[src/rtl/demux2_pkg.sv]
// ----------------------------------------------------------------------------
// demux2_pkg
// Shared constants and sizing helpers for the buffered 1-to-2 stream router.
//   ptr_width(depth) : FIFO read/write pointer width, clog2(depth)
//   cnt_width(depth) : FIFO occupancy count width, one bit wider than the
//                      pointer so that a full FIFO (count == depth) fits
//   SEL_OUT0/SEL_OUT1: in_sel encodings for the two destinations
// ----------------------------------------------------------------------------
package demux2_pkg;

    localparam logic SEL_OUT0 = 1'b0;
    localparam logic SEL_OUT1 = 1'b1;

    function automatic int ptr_width(input int depth);
        return $clog2(depth);
    endfunction

    function automatic int cnt_width(input int depth);
        return $clog2(depth) + 1;
    endfunction

endpackage

[src/rtl/fifo_nbits.sv]
// ----------------------------------------------------------------------------
// fifo_nbits
// Small synchronous FIFO with val/rdy handshakes on both sides.
// p_depth must be a power of two and at least 2 so that pointers wrap for
// free when they overflow.
//   clk      : rising-edge clock
//   reset    : asynchronous, active-low; clears pointers and count only
//   enq_val  : producer has a message
//   enq_rdy  : FIFO not full
//   enq_msg  : message written at the tail on an enqueue
//   deq_val  : FIFO not empty
//   deq_rdy  : consumer takes the head this cycle
//   deq_msg  : message at the head (meaningless while deq_val is low)
// ----------------------------------------------------------------------------
module fifo_nbits
    import demux2_pkg::*;
#(
    parameter int p_nbits = 32,
    parameter int p_depth = 2
) (
    input  logic               clk,
    input  logic               reset,
    input  logic               enq_val,
    output logic               enq_rdy,
    input  logic [p_nbits-1:0] enq_msg,
    output logic               deq_val,
    input  logic               deq_rdy,
    output logic [p_nbits-1:0] deq_msg
);

    localparam int PTR_W = ptr_width(p_depth);
    localparam int CNT_W = cnt_width(p_depth);
    localparam logic [CNT_W-1:0] CNT_FULL = CNT_W'(p_depth);

    logic [p_nbits-1:0] mem_q [p_depth];

    logic [PTR_W-1:0] head_q;
    logic [PTR_W-1:0] head_d;
    logic [PTR_W-1:0] tail_q;
    logic [PTR_W-1:0] tail_d;
    logic [CNT_W-1:0] count_q;
    logic [CNT_W-1:0] count_d;

    logic full;
    logic empty;
    logic enq_fire;
    logic deq_fire;

    // Full is judged on the registered count only: a dequeue in the same
    // cycle does not open a slot for an enqueue until the next cycle.
    assign full     = (count_q == CNT_FULL);
    assign empty    = (count_q == '0);
    assign enq_rdy  = !full;
    assign deq_val  = !empty;
    assign enq_fire = enq_val && !full;
    assign deq_fire = deq_rdy && !empty;
    assign deq_msg  = mem_q[head_q];

    always_comb begin
        head_d  = head_q;
        tail_d  = tail_q;
        count_d = count_q;
        if (enq_fire) begin
            tail_d = tail_q + PTR_W'(1);
        end
        if (deq_fire) begin
            head_d = head_q + PTR_W'(1);
        end
        case ({enq_fire, deq_fire})
            2'b10:   count_d = count_q + CNT_W'(1);
            2'b01:   count_d = count_q - CNT_W'(1);
            default: count_d = count_q;
        endcase
    end

    always_ff @(posedge clk or negedge reset) begin
        if (!reset) begin
            head_q  <= '0;
            tail_q  <= '0;
            count_q <= '0;
        end else begin
            head_q  <= head_d;
            tail_q  <= tail_d;
            count_q <= count_d;
        end
    end

    // Storage is deliberately left out of reset; only the pointers decide
    // what is visible.
    always_ff @(posedge clk) begin
        if (enq_fire) begin
            mem_q[tail_q] <= enq_msg;
        end
    end

    count_in_range: assert property (@(posedge clk) disable iff (!reset)
        count_q <= CNT_FULL);

    ptrs_track_count: assert property (@(posedge clk) disable iff (!reset)
        (tail_q - head_q) == PTR_W'(count_q));

endmodule

[src/rtl/demux2_buffered.sv]
// ----------------------------------------------------------------------------
// demux2_buffered
// 1-to-2 stream router. Each accepted input message is steered by in_sel into
// one of two independent output FIFOs, so a stalled consumer only backs up
// its own side. Latency is one cycle; there is no bypass from in_msg to the
// outputs.
//   clk              : rising-edge clock
//   reset            : asynchronous, active-low; empties both FIFOs
//   in_val/in_rdy    : input handshake; in_rdy reflects the FIFO picked by
//                      in_sel and does not depend on in_val
//   in_sel           : 0 -> out0, 1 -> out1
//   in_msg           : input message
//   out0_val/rdy/msg : head of the out0 FIFO
//   out1_val/rdy/msg : head of the out1 FIFO
// ----------------------------------------------------------------------------
module demux2_buffered
    import demux2_pkg::*;
#(
    parameter int p_nbits = 32,
    parameter int p_depth = 2
) (
    input  logic               clk,
    input  logic               reset,
    input  logic               in_val,
    output logic               in_rdy,
    input  logic               in_sel,
    input  logic [p_nbits-1:0] in_msg,
    output logic               out0_val,
    input  logic               out0_rdy,
    output logic [p_nbits-1:0] out0_msg,
    output logic               out1_val,
    input  logic               out1_rdy,
    output logic [p_nbits-1:0] out1_msg
);

    logic enq0_val;
    logic enq1_val;
    logic enq0_rdy;
    logic enq1_rdy;

    assign enq0_val = in_val && (in_sel == SEL_OUT0);
    assign enq1_val = in_val && (in_sel == SEL_OUT1);
    assign in_rdy   = (in_sel == SEL_OUT1) ? enq1_rdy : enq0_rdy;

    fifo_nbits #(
        .p_nbits (p_nbits),
        .p_depth (p_depth)
    ) u_fifo0 (
        .clk     (clk),
        .reset   (reset),
        .enq_val (enq0_val),
        .enq_rdy (enq0_rdy),
        .enq_msg (in_msg),
        .deq_val (out0_val),
        .deq_rdy (out0_rdy),
        .deq_msg (out0_msg)
    );

    fifo_nbits #(
        .p_nbits (p_nbits),
        .p_depth (p_depth)
    ) u_fifo1 (
        .clk     (clk),
        .reset   (reset),
        .enq_val (enq1_val),
        .enq_rdy (enq1_rdy),
        .enq_msg (in_msg),
        .deq_val (out1_val),
        .deq_rdy (out1_rdy),
        .deq_msg (out1_msg)
    );

endmodule

[config.mk]
export PLATFORM = sky130hd
export DESIGN_NAME = demux2_buffered
export DESIGN_NICKNAME = d
export VERILOG_FILES = /design/src/rtl/demux2_pkg.sv /design/src/rtl/fifo_nbits.sv /design/src/rtl/demux2_buffered.sv
export SDC_FILE = /design/constraint.sdc
export NUM_CORES = 1
export LEC_CHECK = 0
export CAP_MARGIN = 30
export CORE_MARGIN = 5
export CORE_UTILIZATION = 35
export DETAILED_ROUTE_END_ITERATION = 8
export GPL_TIMING_DRIVEN = 0
export PLACE_DENSITY = 0.7
export RECOVER_POWER = 50
export SETUP_SLACK_MARGIN = 0.02
export SLEW_MARGIN = 20
export SYNTH_ARGS = -nofsm -noshare
export SYNTH_HDL_FRONTEND = slang
export SYNTH_SLANG_ARGS = --single-unit
[constraint.sdc]
create_clock -name clk -period 2.95 [get_ports clk]
set_input_delay 0.295 -clock clk [delete_from_list [all_inputs] [get_ports clk]]
set_output_delay 0.295 -clock clk [all_outputs]
set_load 0.1 [all_outputs]
==> summary.md <==
| Metric | Value |
|---|---|
| Status | finished, violations left |
| Failing checks | max-capacitance violations, max-slew violations |
| Final hold vios | 0 |
| Synth warn | 0 |
| Final Skew | about 0.0063 ns |
| Filler instances | between 1k and 1.5k |
| Worst-path clk slew | 0.05 ns |
| Layout cells sized above 1 | between 20% and 30% |
| Initial Utilization | between 30% and 40% |
| Via count | 2505 |
| Arrival time worst endpoint | 2.46 ns |
| Final cycle utilization of the critical path | 93.28% |
| First-pass GRT wire length | between 10 and 15 mm |
| Worst-Margin Slew | 1.606 ns |
| Nets | a little over 400 |
| Reg-to-reg startpoint | u_fifo1.count_q[0]$_DFFE_PN0P_ |
| Setup bufs post-CTS | 0 |
| Mapped cell area | around 5100 um^2 |
| Antenna fix cells | 0 |
| Post-CTS resize count | 0 |
| H-Tree Depth | 4 |
| DRT Pass-1 Iters | 4 |
| Finished Layout Cells | roughly 560 |
| Drt total wl | 9.995 mm |
| Final setup vio count | 0 |
| Post-Synthesis Cells | 237 |
| Largest net degree at the start of global routing | 21 |
| Most frequent cells in the layout | 128 x edfxtp_1, 71 x clkdlybuf4s50_1, 61 x mux2_2, 33 x dlygate4sd3_1, 19 x clkbuf_16 |
| Reg2reg end | u_fifo1.mem_q[1][0]$_DFFE_PP_ |
| Clock Sinks | ~140 |
| Root buffer cell | clkbuf_16 |
| Hold Crit Class | primary input to asynchronous set/reset pin |
| Port Buffers | roughly 100 |
| Max Clock Freq | 0.3634 GHz |
| Critical Setup Path Class | flop to primary output |
| Placed Cells | around 530 |
| Die width | about 130 um |
| Critical Path End Type | primary output |
| Post-DP HPWL | 6.471 mm |
| DRT iter0 DRCs | just over 100 |
| Vias in the first global route | 2740 |
| Syn Area/Cell | 21.44 um^2 |
| Core footprint | 14370 um^2 |
| R2R depth | 4 |
| Rel. slew slack | -7.435% |
| Total CTS buffers | 17 |
| Average wire per standard cell | 17.82 um |
| Initial antenna violation count | 1 |
| Hold buffer count at CTS | 0 |
| Unrepaired setup endpoints after global routing | false |
| FF+latch count, synth | 136 |
| Total Die Area | between 15000 and 20000 um^2 |
| GR Overflow Total | 0 |
| R2r setup slk | approximately 0.35 ns |
| Final worst path period need | ~2.8 ns |
| Fin. max-slew vios | 15 |
| Post-route ant nets | 0 |
| Sequential area share after synthesis | 79.57% |
| Yosys cell types | 15 |
| CTS tree | done |
| Site Rows | 44 |
| Required time of the critical path | approximately 2.7 ns |
| GRT Overall Usage | approximately an eighth |
| Placer Congestion | around 0.75 |
| Vias per cell | between 4 and 5 |
| Syn nets | around 280 |
| Crit Path Max Fanout | 10 |
| Clock latency on the worst-skew pair | roughly 0.41 ns |
| Layout Area Growth over Synthesis | 38.26% |
| Max-cap violations | 1 |
| Residual DRC | 0 |
| Startpoint types | flop |
| Commonest non-fill, non-tap cell in the layout | edfxtp_1 |
| Die height | 130.5 um |
| Io pins | around 110 |
| Clock Tree Buf Depth | 2 |
==> metal layers <==
metal	vias to the layer above	share of wire [%]	global-route usage, %
met5	-	0.070	0
met3	17	5.7	4.268
met1	1246	41	14.11
met4	2	1.8	5.929
li1	1175	-	-
met2	65	51	20.44
==> cells in the mapped netlist <==
cell	instances	area share [%]
and2_4	2	0.34
buf_6	8	1.8
dfrtp_1	8	3.9
edfxtp_1	128	76
ha_1	2	0.49
inv_1	2	0.15
mux2_2	61	14
mux2_4	4	1.2
nand2b_1	2	0.25
nand3_1	1	0.098
nand3b_2	1	0.22
nor2_1	6	0.44
or2_1	2	0.25
xnor2_1	6	1.0
xor2_1	4	0.69
==> sequential cells by signal (all words and copies together), names as in the netlist <==
| name | flops |
|---|---|
| u_fifo0.mem_q | 64 |
| u_fifo1.mem_q | 64 |
| u_fifo0.count_q | 2 |
| u_fifo1.count_q | 2 |
| u_fifo0.head_q | 1 |
| u_fifo0.tail_q | 1 |
| u_fifo1.head_q | 1 |
| u_fifo1.tail_q | 1 |
==> how the worst max path moves through the flow <==
stage	start	end	slack (ns)	cells after the start
floorplan	u_fifo1.count_q[0]$_DFFE_PN0P_	u_fifo1.mem_q[0][0]$_DFFE_PP_	0.50	3
global placement	in_sel	u_fifo0.mem_q[0][16]$_DFFE_PP_	-1.14	3
detailed placement	in_sel	in_rdy	0.57	3
CTS	u_fifo0.head_q$_DFFE_PN0P_	out0_msg[22]	0.13	4
global route	u_fifo0.head_q$_DFFE_PN0P_	out0_msg[22]	0.10	4
finish	u_fifo0.head_q$_DFFE_PN0P_	out0_msg[22]	0.20	4
==> cell type report <==
cell class / count / area (um^2) / share of cell area [%]
Buffer: 8 / 90.09 / 1.282
Inverter: 2 / 7.507 / 0.1068
Multi-Input combinational cell: 91 / 944.7 / 13.44
Sequential cell: 136 / 4044 / 57.55
Clock inverter: 6 / 32.53 / 0.4630
Clock buffer: 26 / 541.8 / 7.710
Tap cell: 184 / 230.2 / 3.276
Timing Repair Buffer: 108 / 1136 / 16.17
==> stage by stage <==
| stage | setup TNS [ns] | setup slack, ns | hold slack, ns | instance area, um^2 | utilization, % |
|---|---|---|---|---|---|
| floorplan | 0 | 0.4958 | -0.0005911 | 5082 | - |
| global placement | -136.16 | -1.141 | 0.4730 | 6354 | 44.22 |
| detailed placement | 0 | 0.5701 | 0.4822 | 6479 | 45.09 |
| CTS | 0 | 0.1347 | 0.1612 | 7053 | 49.09 |
| global route | 0 | 0.1047 | 0.2656 | 7027 | 48.90 |
| finish | 0 | 0.1984 | 0.2362 | 7027 | 48.90 |
==> cell families after synthesis <==
group	share of synthesized area, %
flip-flops	79.57
multiplexers	14.70
AND/OR/NAND/NOR	1.600
XOR/XNOR	1.723
buffers and inverters	1.920
adder cells (fa/ha/maj)	0.4923
==> critical path, cell delays in order, from the launching register on <==
cell and delay (ns):
dfrtp_1 0.38, buf_6 0.14, buf_6 0.16, mux2_2 0.23
clkdlybuf4s50_1 1.14
Power is left out: the tool's default activity adds up to more than one toggle a clock period on the data nets, which glitch-free logic cannot reach.
